===== config.mk =====
export PLATFORM = sky130hd
export DESIGN_NAME = alu_mc
export DESIGN_NICKNAME = d
export VERILOG_FILES = /design/src/rtl/alu_pkg.sv /design/src/rtl/alu_divider.sv /design/src/rtl/alu_mc.sv
export SDC_FILE = /design/constraint.sdc
export NUM_CORES = 1
export LEC_CHECK = 0
export CAP_MARGIN = 20
export CORE_AREA = 4 4 201 300
export CTS_CLUSTER_SIZE = 12
export DETAILED_ROUTE_END_ITERATION = 7
export DIE_AREA = 0 0 205 304
export PLACE_DENSITY_LB_ADDON = 0.08
export SLEW_MARGIN = 20
export SYNTH_ARGS = -nofsm -noshare
export SYNTH_HDL_FRONTEND = slang
export SYNTH_HIERARCHICAL = 1
export SYNTH_SLANG_ARGS = --single-unit

===== constraint.sdc =====
create_clock -name clk -period 5.4 [get_ports clk]
set_clock_uncertainty 0.15 [all_clocks]
set_input_delay 1.08 -clock clk [delete_from_list [all_inputs] [get_ports clk]]
set_output_delay 1.08 -clock clk [all_outputs]
set_load 0.01 [all_outputs]

===== src/rtl/alu_pkg.sv =====
// alu_pkg: opcode constants and FSM state encodings shared by the
// multi-cycle execute-stage ALU and its divider.
package alu_pkg;

    localparam logic [5:0] ALU_ADD = 6'd0;
    localparam logic [5:0] ALU_SUB = 6'd1;
    localparam logic [5:0] ALU_MUL = 6'd2;
    localparam logic [5:0] ALU_DIV = 6'd3;
    localparam logic [5:0] ALU_SLL = 6'd4;
    localparam logic [5:0] ALU_SRL = 6'd5;
    localparam logic [5:0] ALU_SLT = 6'd6;
    localparam logic [5:0] ALU_AND = 6'd7;
    localparam logic [5:0] ALU_OR  = 6'd8;
    localparam logic [5:0] ALU_XOR = 6'd9;
    localparam logic [5:0] ALU_NOR = 6'd10;
    localparam logic [5:0] ALU_SRA = 6'd11;
    localparam logic [5:0] ALU_LUI = 6'd12;
    localparam logic [5:0] ALU_REM = 6'd13;

    typedef enum logic [1:0] {
        ST_IDLE,
        ST_MUL,
        ST_DIV,
        ST_FIX
    } alu_state_e;

endpackage


===== src/rtl/alu_divider.sv =====
// alu_divider: iterative unsigned restoring divider, one quotient bit
// per cycle; operands are magnitudes, signs are handled by the caller.
module alu_divider
    import alu_pkg::*;
#(
    parameter int WIDTH = 32
) (
    input  logic             clk,
    input  logic             rst_n,
    input  logic             start,
    input  logic [WIDTH-1:0] dividend,
    input  logic [WIDTH-1:0] divisor,
    output logic             done,
    output logic [WIDTH-1:0] quotient,
    output logic [WIDTH-1:0] remainder
);

    localparam int CW = $clog2(WIDTH);
    localparam logic [CW-1:0] LAST = CW'(WIDTH - 1);

    logic             r_busy;
    logic [CW-1:0]    r_cnt;
    logic [WIDTH-1:0] r_quo;
    logic [WIDTH-1:0] r_rem;
    logic [WIDTH-1:0] r_dvs;
    logic [WIDTH:0]   w_shift;
    logic [WIDTH-1:0] w_diff;
    logic             w_ge;

    // Partial remainder stays below the divisor, so the shifted value
    // fits WIDTH bits and the difference is exact modulo 2^WIDTH.
    assign w_shift = {r_rem, r_quo[WIDTH-1]};
    assign w_ge    = w_shift >= {1'b0, r_dvs};
    assign w_diff  = w_shift[WIDTH-1:0] - r_dvs;

    // done marks the final iteration; results are valid the next cycle.
    assign done      = r_busy & (r_cnt == LAST);
    assign quotient  = r_quo;
    assign remainder = r_rem;

    always_ff @(posedge clk or negedge rst_n) begin
        if (!rst_n) begin
            r_busy <= 1'b0;
            r_cnt  <= '0;
            r_quo  <= '0;
            r_rem  <= '0;
            r_dvs  <= '0;
        end else if (start) begin
            r_busy <= 1'b1;
            r_cnt  <= '0;
            r_quo  <= dividend;
            r_rem  <= '0;
            r_dvs  <= divisor;
        end else if (r_busy) begin
            r_quo <= {r_quo[WIDTH-2:0], w_ge};
            r_rem <= w_ge ? w_diff : w_shift[WIDTH-1:0];
            r_cnt <= r_cnt + CW'(1);
            if (r_cnt == LAST) begin
                r_busy <= 1'b0;
            end
        end
    end

endmodule


===== src/rtl/alu_mc.sv =====
// alu_mc: multi-cycle execute-stage ALU with valid/ready handshakes.
// Define ALU_REM_EN to add signed REM (op 13) on the shared divider.
module alu_mc
    import alu_pkg::*;
#(
    parameter int WIDTH   = 32,
    parameter int SHAMT_W = $clog2(WIDTH)
) (
    input  logic               clk,
    input  logic               rst_n,
    input  logic               in_valid,
    output logic               in_ready,
    input  logic [5:0]         operation,
    input  logic [WIDTH-1:0]   op1,
    input  logic [WIDTH-1:0]   op2,
    input  logic [SHAMT_W-1:0] shamt,
    output logic               out_valid,
    input  logic               out_ready,
    output logic [WIDTH-1:0]   result,
    output logic               zero,
    output logic               neg
);

    localparam logic [WIDTH-1:0] MIN = {1'b1, {(WIDTH-1){1'b0}}};
    localparam int CW = $clog2(WIDTH);
    localparam logic [CW-1:0] MUL_LAST = CW'(WIDTH - 1);

    alu_state_e       r_state;
    alu_state_e       w_next;
    logic             r_out_valid;
    logic [WIDTH-1:0] r_result;
    logic [WIDTH-1:0] r_mcand;
    logic [WIDTH-1:0] r_mplier;
    logic [WIDTH-1:0] r_acc;
    logic [CW-1:0]    r_cnt;
    logic             r_neg_q;
    logic             r_neg_r;
    logic             r_is_rem;

    logic             w_in_ready;
    logic             w_accept;
    logic             w_take;
    logic             w_is_mul;
    logic             w_is_div;
    logic             w_is_rem;
    logic             w_div_op;
    logic             w_div_spec;
    logic             w_div_start;
    logic             w_div_done;
    logic             w_load;
    logic [WIDTH-1:0] w_load_val;
    logic [WIDTH-1:0] w_single;
    logic [WIDTH-1:0] w_acc_next;
    logic [WIDTH-1:0] w_abs1;
    logic [WIDTH-1:0] w_abs2;
    logic [WIDTH-1:0] w_quo;
    logic [WIDTH-1:0] w_rem;
    logic [WIDTH-1:0] w_fix_q;
    logic [WIDTH-1:0] w_fix_r;

    assign w_in_ready = (r_state == ST_IDLE) & (~r_out_valid | out_ready);
    assign w_accept   = in_valid & w_in_ready;
    assign w_take     = r_out_valid & out_ready;

    assign w_is_mul = (operation == ALU_MUL);
    assign w_is_div = (operation == ALU_DIV);
`ifdef ALU_REM_EN
    assign w_is_rem = (operation == ALU_REM);
`else
    assign w_is_rem = 1'b0;
`endif
    assign w_div_op    = w_is_div | w_is_rem;
    // Divide by zero and MIN / -1 resolve in one cycle without iterating.
    assign w_div_spec  = (op2 == '0) | ((op1 == MIN) & (op2 == '1));
    assign w_div_start = w_accept & w_div_op & ~w_div_spec;

    assign w_abs1 = op1[WIDTH-1] ? -op1 : op1;
    assign w_abs2 = op2[WIDTH-1] ? -op2 : op2;

    alu_divider #(
        .WIDTH(WIDTH)
    ) u_div (
        .clk      (clk),
        .rst_n    (rst_n),
        .start    (w_div_start),
        .dividend (w_abs1),
        .divisor  (w_abs2),
        .done     (w_div_done),
        .quotient (w_quo),
        .remainder(w_rem)
    );

    assign w_fix_q    = r_neg_q ? -w_quo : w_quo;
    assign w_fix_r    = r_neg_r ? -w_rem : w_rem;
    assign w_acc_next = r_mplier[0] ? (r_acc + r_mcand) : r_acc;

    always_comb begin
        w_single = '0;
        case (operation)
            ALU_ADD: w_single = op1 + op2;
            ALU_SUB: w_single = op1 - op2;
            ALU_DIV: w_single = (op2 == '0) ? '1 : MIN;
            ALU_SLL: w_single = op2 << shamt;
            ALU_SRL: w_single = op2 >> shamt;
            ALU_SLT: w_single = {{(WIDTH-1){1'b0}},
                                 $signed(op1) < $signed(op2)};
            ALU_AND: w_single = op1 & op2;
            ALU_OR:  w_single = op1 | op2;
            ALU_XOR: w_single = op1 ^ op2;
            ALU_NOR: w_single = ~(op1 | op2);
            ALU_SRA: w_single = $signed(op2) >>> shamt;
            ALU_LUI: w_single = op2 << (WIDTH / 2);
            default: w_single = '0;
        endcase
        if (w_is_rem) begin
            w_single = (op2 == '0) ? op1 : '0;
        end
    end

    always_comb begin
        w_next     = r_state;
        w_load     = 1'b0;
        w_load_val = w_single;
        unique case (r_state)
            ST_IDLE: begin
                if (w_accept) begin
                    if (w_is_mul) begin
                        w_next = ST_MUL;
                    end else if (w_div_op & ~w_div_spec) begin
                        w_next = ST_DIV;
                    end else begin
                        w_load = 1'b1;
                    end
                end
            end
            ST_MUL: begin
                if (r_cnt == MUL_LAST) begin
                    w_next     = ST_IDLE;
                    w_load     = 1'b1;
                    w_load_val = w_acc_next;
                end
            end
            ST_DIV: begin
                if (w_div_done) begin
                    w_next = ST_FIX;
                end
            end
            ST_FIX: begin
                w_next     = ST_IDLE;
                w_load     = 1'b1;
                w_load_val = r_is_rem ? w_fix_r : w_fix_q;
            end
            default: w_next = ST_IDLE;
        endcase
    end

    always_ff @(posedge clk or negedge rst_n) begin
        if (!rst_n) begin
            r_state <= ST_IDLE;
        end else begin
            r_state <= w_next;
        end
    end

    always_ff @(posedge clk or negedge rst_n) begin
        if (!rst_n) begin
            r_out_valid <= 1'b0;
            r_result    <= '0;
        end else if (w_load) begin
            r_out_valid <= 1'b1;
            r_result    <= w_load_val;
        end else if (w_take) begin
            r_out_valid <= 1'b0;
        end
    end

    always_ff @(posedge clk or negedge rst_n) begin
        if (!rst_n) begin
            r_mcand  <= '0;
            r_mplier <= '0;
            r_acc    <= '0;
            r_cnt    <= '0;
        end else if (w_accept & w_is_mul) begin
            r_mcand  <= op1;
            r_mplier <= op2;
            r_acc    <= '0;
            r_cnt    <= '0;
        end else if (r_state == ST_MUL) begin
            r_mcand  <= r_mcand << 1;
            r_mplier <= r_mplier >> 1;
            r_acc    <= w_acc_next;
            r_cnt    <= r_cnt + CW'(1);
        end
    end

    always_ff @(posedge clk or negedge rst_n) begin
        if (!rst_n) begin
            r_neg_q  <= 1'b0;
            r_neg_r  <= 1'b0;
            r_is_rem <= 1'b0;
        end else if (w_div_start) begin
            r_neg_q  <= op1[WIDTH-1] ^ op2[WIDTH-1];
            r_neg_r  <= op1[WIDTH-1];
            r_is_rem <= w_is_rem;
        end
    end

    assign in_ready  = w_in_ready;
    assign out_valid = r_out_valid;
    assign result    = r_result;
    assign zero      = (r_result == '0);
    assign neg       = r_result[WIDTH-1];

endmodule


== Word level (Yosys, flattened, before mapping) ==
Cells that the tools add are included.
Storage, ports and cells
  word-level logic and storage cells: 115
  register bits after elaboration: 239
  input port bits: 79
  output and inout port bits: 36
Operators by class
  multiplexer cells: 39
  order comparisons: 2
  reductions and logical operators: 8
  shifts and indexed selects: 3
  eq/ne operators: 23
  bitwise gates (word level): 18
  add/sub/neg operators: 9
Operators with widths (number)
  32-bit 2-to-1 mux: 16
  32-bit one-hot mux with 12 select lines: 1
  32-bit negator: 3
  32-bit adder: 2
  32-bit equality test (second input constant): 2
  32-bit zero test: 2
  32-bit one-hot mux with 2 select lines: 1
  32-bit subtractor: 2
  33-bit by 32-bit greater-or-equal comparator with 1-bit output: 1
  32-bit bitwise AND: 1
  32-bit less-than comparator: 1
  32-bit inverter: 1
  32-bit bitwise OR: 1
  32-bit by 5-bit left shift with 32-bit output: 1
  32-bit by 5-bit right shift with 32-bit output: 1
  32-bit by 5-bit >>> shifter with 32-bit output: 1
  32-bit XOR: 1
  31-bit 2-to-1 mux: 1
  6-bit by 4-bit equality test with 1-bit output (second input constant): 5
  6-bit by 3-bit equality test with 1-bit output (second input constant): 4
  5-bit 2-to-1 mux: 4
  6-bit by 2-bit equality test with 1-bit output (second input constant): 2
  5-bit by 1-bit adder with 5-bit output (second input constant): 2
  5-bit equality test (second input constant): 2
  18 further kinds: 44

== Logic depth before layout (Yosys ltp) ==
Gate-level depths: netlist of run 1.
  depth after elaboration: 10
  mapped depth: 14
  mapped depth without buffers: 14

== Modules after synthesis ==
Netlist of run 1, hierarchy kept.
By module, submodules not included
  alu_mc: times used 1, area an instance 19407.4 um^2, cells an instance 2631
  alu_divider: times used 1, area an instance 6326.1 um^2, cells an instance 706

== Least setup slack after synthesis of run 1 ==
No wires, ideal clock.
  path kind: input port to flip-flop
  start point: in op2[2]
  end point: reg r_result[28] (netlist: result[28])
  path buffers: 2
  library setup time: 0.126 ns
  stages: 14
  required time: 5.124 ns
  slack: 0.807 ns
  arrival: 4.317 ns
  cells stage by stage: clkbuf_1 -> inv_1 -> ha_1 -> clkbuf_1 -> nand2b_1 -> a221oi_1 -> o21ai_1 -> o21a_1 -> o31ai_1 -> a31o_2 -> a41oi_1 -> a221o_1 -> a32o_1 -> o32a_1
On the way
  cells in the longest elaborated chain, start to end: 9
  elaborated cells on any way between the ends: 19
RTL lines
  from (decl): line alu_mc.sv:15  | input logic [WIDTH-1:0] op2,
  parallel branches: the longest is 9 deep, another holds 32-bit subtractor
  to (signal assigned): line alu_mc.sv:171  | r_result <= w_load_val;
  to (decl): line alu_mc.sv:31  | logic [WIDTH-1:0] r_result;
Several ways; the timed one is not identified.
A chain may end at the register's enable or synchronous reset.

== Final worst setup path of run 1 ==
  start point: in op2[3]
  end point: reg r_result[7] (netlist: result[7])
The elaborated chain is that of the path after synthesis.

==> flow_summary_export.csv, run 1 <==
group,metric,value,unit
global_route,grt_max_degree,167,
synthesis,synthTopCellsByCount,"447 x nand2_1, 286 x nor2_1, 274 x o21ai_0",
sta,hold_violations,0,
layout,final_cell_count_no_fill,4269,
cts,ctsResizeCount,0,
worst_setup_path,worstPathRequired,5.70,ns
synthesis,synth_edf_count,0,
routing,vias,28700,
cts,htreeDepth,1,
pwr,leakagePower,12.9,nW
floorplan,start_util,44.6,%
global_route,grt_overflow,0,
floorplan,die_x,205,um
routing,postRouteAntennaNets,0,
synthesis,ys_seq_area_share,23.2,%
routing,wirelength,133000,um
synthesis,synth.top_cells.by_area,"dfrtp_1 23%, ha_1 8.5%, nand2_1 6.5%, mux2i_1 6.0%, o21ai_0 5.3%",
worst_setup_path,end_kind,"flop",
job,maxCapViolCount,0,
layout,drive_gt1_share,12.0,%
worst_setup_path,critPathArrivalTime,5.44,ns
sta,min_period_over_period,95.2,%
synthesis,synth_top_area_share,23.2,%
placement,pre_cts_slack,0.0232,ns
worst_setup_path,critical-path-top-delay-family,"compound AO/OA/AOI/OAI gates",
routing,drc,1,
sta,grt_setup_unrepaired,"false",
sta,holdWs,0.334,ns
global_route,antenna_found_initial,4,
worst_setup_path,cp_slowest_cell,"a221oi_1",
synthesis,synth_xor_xnor_area_share,5.24,%
worst_setup_path,cpPeakStageDelay,1.05,ns
placement,placed_area,0.0291,sq mm
floorplan,io_pins,115,
sta,finalCriticalPeriod,5.14,ns
cts,root_buffer,"clkbuf_16",
synthesis,postSynthCellCount,3337,
routing,first_pass_iters,8,
global_route,grt_pass1_vias,28200,
layout,nNetsFinal,3744,
sta,fin_ws,0.260,ns
worst_setup_path,path_class,"input port to flop",
synthesis,synth_top_family_by_area,"compound AO/OA/AOI/OAI gates",
pwr,p_int,6.02,mW
hold_path,hold_depth,2,
worst_setup_path,r2r_cells,13,
cts,clock_path_buffers,3,
routing,drt-initial-drc-count,3596,
placement,place.gp.congestion,1.15,
pwr,p_clk_share,14.2,%
cts,clk_pin_slew,0.07,ns
synthesis,ys_warn_count,6,
pwr,p_sw,5.37,mW
layout,final_area,0.0298,sq mm
sta,worst_pin_slew,1.25,ns
synthesis,yosysMostFrequentCell,"nand2_1",
pwr,power_density,383,mW/mm^2
synthesis,synth_fp_nets,3594,
global_route,track_usage,41.1,%
synthesis,ys_ff_latch,239,
floorplan,die_area,0.0623,sq mm
cts,cts_tree,"yes",
sta,fmax,195,MHz
pwr,ir_drop,0.000270,V
cts,cts_num_sinks,239,
placement,port_buffers,114,
worst_setup_path,start_kind,"input port",
synthesis,synth_simple_gate_area_share,18.9,%
worst_setup_path,worst-path-buf-inv,3,
sta,setup_viol,0,
pwr,power.total,11.4,mW
synthesis,synthDistinctLibCells,94,
routing,via_per_inst,6.73,
synthesis,synth_top_cell_by_area,"dfrtp_1",
cts,cts_buffers,24,
sta,maxSlewHeadroom,16.3,%
global_route,grt_first_pass_wirelength,191000,um
status,violations,"design-rule violations",
synthesis,avgSynthCellArea,7.71,sq um
hold_path,hold_class,"flop to flop",
pwr,p_comb_share,56.5,%
floorplan,fp.dieH,304,um
pwr,power.share.sequential,29.3,%
synthesis,synthMuxAreaShare,9.98,%
cts,cts_setup_buffers,0,
worst_setup_path,path_depth,13,
layout,synthToLayoutAreaGrowth,15.7,%
worst_setup_path,r2r_slack,1.19,ns
synthesis,synthAdderAreaFrac,8.77,%
worst_setup_path,crit_fanout,8,
synthesis,synth_async_sr_flop_share,100,%
sta,drv_slew,0,
sta,final.setup.tns,0,ns
status,status,"finished with violations",
floorplan,core_area,0.0577,sq mm
cts,insertion_delay,0.55,ns
layout,fin_util,51.6,%
routing,wl_per_cell,31.2,um
cts,cts_hold_buf,0,
synthesis,synth-compound-area-share,27.6,%
worst_setup_path,path_cells,"clkdlybuf4s50_1 > inv_1 > ha_1 > buf_4 > nor2_1 > a221oi_1 > nand2_1 > a21boi_0 > o221ai_1 > a221oi_1 > o21ai_0 > a21oi_1 > nor2_1",
pwr,swShare,47.1,%
placement,dpl.hpwl,102000,um
floorplan,rows,108,
synthesis,netlist_area,0.0257,sq mm
synthesis,ys.flop_type,"dfrtp_1",
placement,dpl.cell_count,4231,
layout make-up:
type	count	area [sq um]
diodes	4	10.0
clock buffers	33	686
clock inverters	1	5.00
fillers	5640	27900
inverters	143	537
multi-input cells	2687	18200
flip-flops and latches	239	5980
well taps	770	963
repair buffers	392	3390
cell usage in the layout, fill, tap and decap left out, types with 18 or more instances in the layout:
cell	count
a211oi_1	51
a21o_1	58
a21oi_1	212
a221oi_1	36
a22oi_1	54
a31oi_1	30
buf_4	265
clkbuf_16	25
clkdlybuf4s50_1	109
dfrtp_1	238
ha_1	174
inv_1	136
mux2i_1	153
mux4_2	38
nand2_1	447
nand2b_1	27
nand3_1	51
nand4_1	41
nor2_1	280
nor3_1	53
nor4_1	37
o211ai_1	29
o21a_1	22
o21ai_0	273
o21bai_1	26
o22ai_1	53
o31ai_1	39
o41ai_1	18
xnor2_1	121
xor2_1	33
worst paths after layout:
check	endpoint	startpoint
min in group asynchronous	u_div/remainder[16]	rst_n
hold / removal	r_mplier[24]	r_mplier[24]
setup reg to reg	result[28]	r_mcand[0]
max in group asynchronous	r_mcand[17]	rst_n
hold reg to reg	r_mplier[24]	r_mplier[24]
setup / recovery	result[7]	op2[3]
layer usage:
metal  share of wire, %  wire length (um)  vias up  GRT usage [%]
met4                 11             14400        2           33.3
met1                 35             47300    13900           47.6
met3                8.2             10900      567           6.52
met5              0.013                17        -              0
met2                 45             60600     1746           66.5
li1                   -                 -    12500              -
power by group through the flow:
stage / combinational, mW / clock (mW) / sequential, mW
final: 6.44 / 1.61 / 3.34
after global routing: 6.96 / 1.70 / 3.39
after CTS: 6.31 / 1.63 / 3.30
after detailed placement: 6.27 / 0 / 3.32
after global placement: 6.12 / 0 / 3.28
after floorplan: 4.34 / 0 / 3.03
kinds of logic (layout without fill, tap and decap cells):
family | Yosys count | after routing
flip-flops | 239 | 239
buffers and inverters | 411 | 569
adder cells (fa/ha/maj) | 178 | 178
multiplexers | 207 | 207
AND/OR/NAND/NOR | 1073 | 1073
AO/OA/AOI/OAI | 1075 | 1075
XOR/XNOR | 154 | 154
other | 0 | 4
sequential cells by signal (all words and copies together) (netlist names):
signal,flops
r_mplier,32
result,32
r_cnt,5
u_div/remainder,32
u_div/quotient,32
u_div/r_cnt,5
r_neg_q,1
r_state,2
out_valid,1
r_acc,32
u_div/r_dvs,32
r_mcand,32
u_div/r_busy,1
tightest hold or removal path, cell delays in order, from the launching register on:
cell	delay [ns]
dfrtp_1	0.34
nand2_1	0.05
nand2_1	0.06
(Power assumes the default switching activity.)
==> inputs of run 2 (changes only) <==
- CORE_AREA: 4 4 201 300 -> 10 10 207 306
- CTS_CLUSTER_DIAMETER: default -> 30
- DIE_AREA: 0 0 205 304 -> 0 0 217 316
- SLEW_MARGIN: 20 -> default
==> run 2 against run 1 <==
Against the previous run:
- the run still ends with design-rule violations left
- wire length grew 0.41%
- non-clock buffer count fell by 18
- first-iteration DRC count rose by 2.4%
- design area increased by 2.7%
- power rose by 13%
- critical path type unchanged
- via count increased by 0.42%
==> flow_summary_export.csv, run 2 (same netlist as run 1, synthesis figures left out) <==
group,metric,value,unit
floorplan,fp.dieH,316,um
hold_path,hold_depth,2,
floorplan,rows,108,
placement,pre_cts_slack,-0.331,ns
sta,grt_setup_unrepaired,"false",
sta,hold_violations,0,
global_route,grt_pass1_vias,28200,
worst_setup_path,r2r_slack,0.90,ns
layout,drive_gt1_share,13.0,%
floorplan,core_area,0.0578,sq mm
global_route,use_met1,43.1,%
sta,setup_viol,0,
worst_setup_path,worstPathRequired,5.71,ns
worst_setup_path,crit_top_cell,"buf_4",
sta,fin_ws,0.162,ns
global_route,grt_overflow,0,
worst_setup_path,crit_fanout,6,
cts,root_buffer,"clkbuf_16",
sta,finalCriticalPeriod,5.24,ns
worst_setup_path,rr_endpoint,"result[26]",
cts,clock_path_buffers,3,
cts,insertion_delay,0.59,ns
worst_setup_path,path_cells,"clkdlybuf4s50_1 > inv_1 > ha_1 > or4_1 > a21oi_1 > buf_4 > o21ai_0 > a2111oi_0 > buf_4 > o311ai_0 > and2_1 > mux2_2 > a222oi_1 > o22ai_1",
sta,worst_pin_slew,1.09,ns
pwr,ir_drop,0.000255,V
cts,cts_buffers,47,
cts,ctsResizeCount,0,
placement,port_buffers,114,
global_route,grt_use_met3,6.33,%
pwr,leakagePower,13.3,nW
pwr,power.total,12.9,mW
cts,cts_tree,"yes",
worst_setup_path,start_kind,"input port",
sta,maxSlewHeadroom,26.5,%
worst_setup_path,worst-path-buf-inv,4,
cts,clk_pin_slew,0.06,ns
global_route,grt_use_met2,61.4,%
hold_path,worstHoldStart,"r_mplier[26]",
worst_setup_path,r2r_cells,12,
floorplan,die_area,0.0686,sq mm
routing,wirelength,134000,um
worst_setup_path,path_class,"input port to flop",
sta,fmax,191,MHz
cts,cts_hold_buf,0,
hold_path,hold_class,"flop to flop",
routing,drc,3,
placement,dpl.cell_count,4213,
worst_setup_path,cpPeakStageDelay,0.75,ns
floorplan,start_util,44.5,%
routing,drt-initial-drc-count,3684,
pwr,power_density,422,mW/mm^2
hold_path,holdPathEnd,"r_mplier[26]",
layout,layout_commonest_cell,"nand2_1",
layout,final_cell_mix,"446 x nand2_1, 280 x nor2_1, 274 x o21ai_0, 248 x buf_4, 238 x dfrtp_1",
worst_setup_path,critPathArrivalTime,5.55,ns
status,status,"finished with violations",
floorplan,die_x,217,um
job,maxCapViolCount,0,
routing,first_pass_iters,8,
worst_setup_path,path_depth,14,
routing,vias,28800,
global_route,track_usage,37.8,%
placement,place.gp.congestion,1.10,
sta,min_period_over_period,97.0,%
sta,drv_slew,0,
cts,htreeDepth,2,
cts,cts_setup_buffers,0,
routing,via_per_inst,6.71,
global_route,grt_max_degree,132,
global_route,antenna_found_initial,6,
floorplan,io_pins,115,
worst_setup_path,cp_slowest_cell,"a2111oi_0",
layout,final_cell_count_no_fill,4302,
worst_setup_path,reg2reg_from,"r_mcand[0]",
worst_setup_path,end_kind,"flop",
global_route,top_usage_layer,"met2",
cts,cts_num_sinks,239,
routing,postRouteAntennaNets,0,
routing,wl_per_cell,31.1,um
layout,fin_util,52.9,%
placement,dpl.hpwl,103000,um
worst_setup_path,critical-path-top-delay-family,"compound AO/OA/AOI/OAI gates",
layout,synthToLayoutAreaGrowth,18.8,%
status,violations,"design-rule violations",
global_route,grt_first_pass_wirelength,193000,um
layout,nNetsFinal,3749,
==> run 2: cell types whose count changed in the layout (fill, tap and decap cells not counted), moves of 4 or more <==
cell,before,now
inv_8,0,4
clkbuf_16,25,47
buf_4,265,248
inv_6,0,8
clkinv_4,0,9
bufinv_16,0,6
==> run 2: report_power, final <==
group          leakage, nW  internal (mW)  switching, mW
combinational         9.67           2.64           3.89
clock                0.815           1.96           1.15
sequential            2.79           2.51          0.763
==> run 2: worst reg2reg max path, cell delays in order (launching register included) <==
cell and delay, ns:
dfrtp_1 0.40, ha_1 0.24, fa_1 0.42, a21o_1 0.20, a221oi_1 0.64, a21oi_1 0.29
a211o_1 0.41, a221oi_1 0.56, xor2_1 0.23, o21ai_0 0.19, a311o_1 0.46, o21ai_0 0.10
o31ai_1 0.10
==> run 2: per-layer routing <==
layer,wire length (um),share of wire (%),up-vias
met1,48700,36,14000
met3,10900,8.2,503
met5,27,0.020,-
met4,12700,9.5,4
met2,61400,46,1759
li1,-,-,12600
==> run 2: how the worst max path moves through the flow <==
stage,start,end,slack (ns)
finish,op1[3],result[31],0.16
floorplan,op2[2],result[28],0.81
detailed placement,op1[3],result[31],-0.33
global placement,op1[3],result[31],-0.28
global route,op1[3],result[31],0.17
CTS,op1[3],result[31],0.27
==> run 2: final cells by class <==
cell class,instances,area [sq um]
diodes,2,5.00
clock inverters,35,457
inverters,143,537
repair buffers,374,3220
multi-input cells,2687,18200
well taps,770,963
flip-flops and latches,239,5980
clock buffers,52,1210
fillers,5588,27300
==> run 2: per-stage QoR <==
step	instance area (sq um)	hold slack [ns]	TNS, ns
floorplan	25700	0.295	0
global placement	28900	0.310	-0.278
detailed placement	28900	0.313	-0.331
CTS	30600	0.324	0
global route	30600	0.347	0
finish	30600	0.324	0
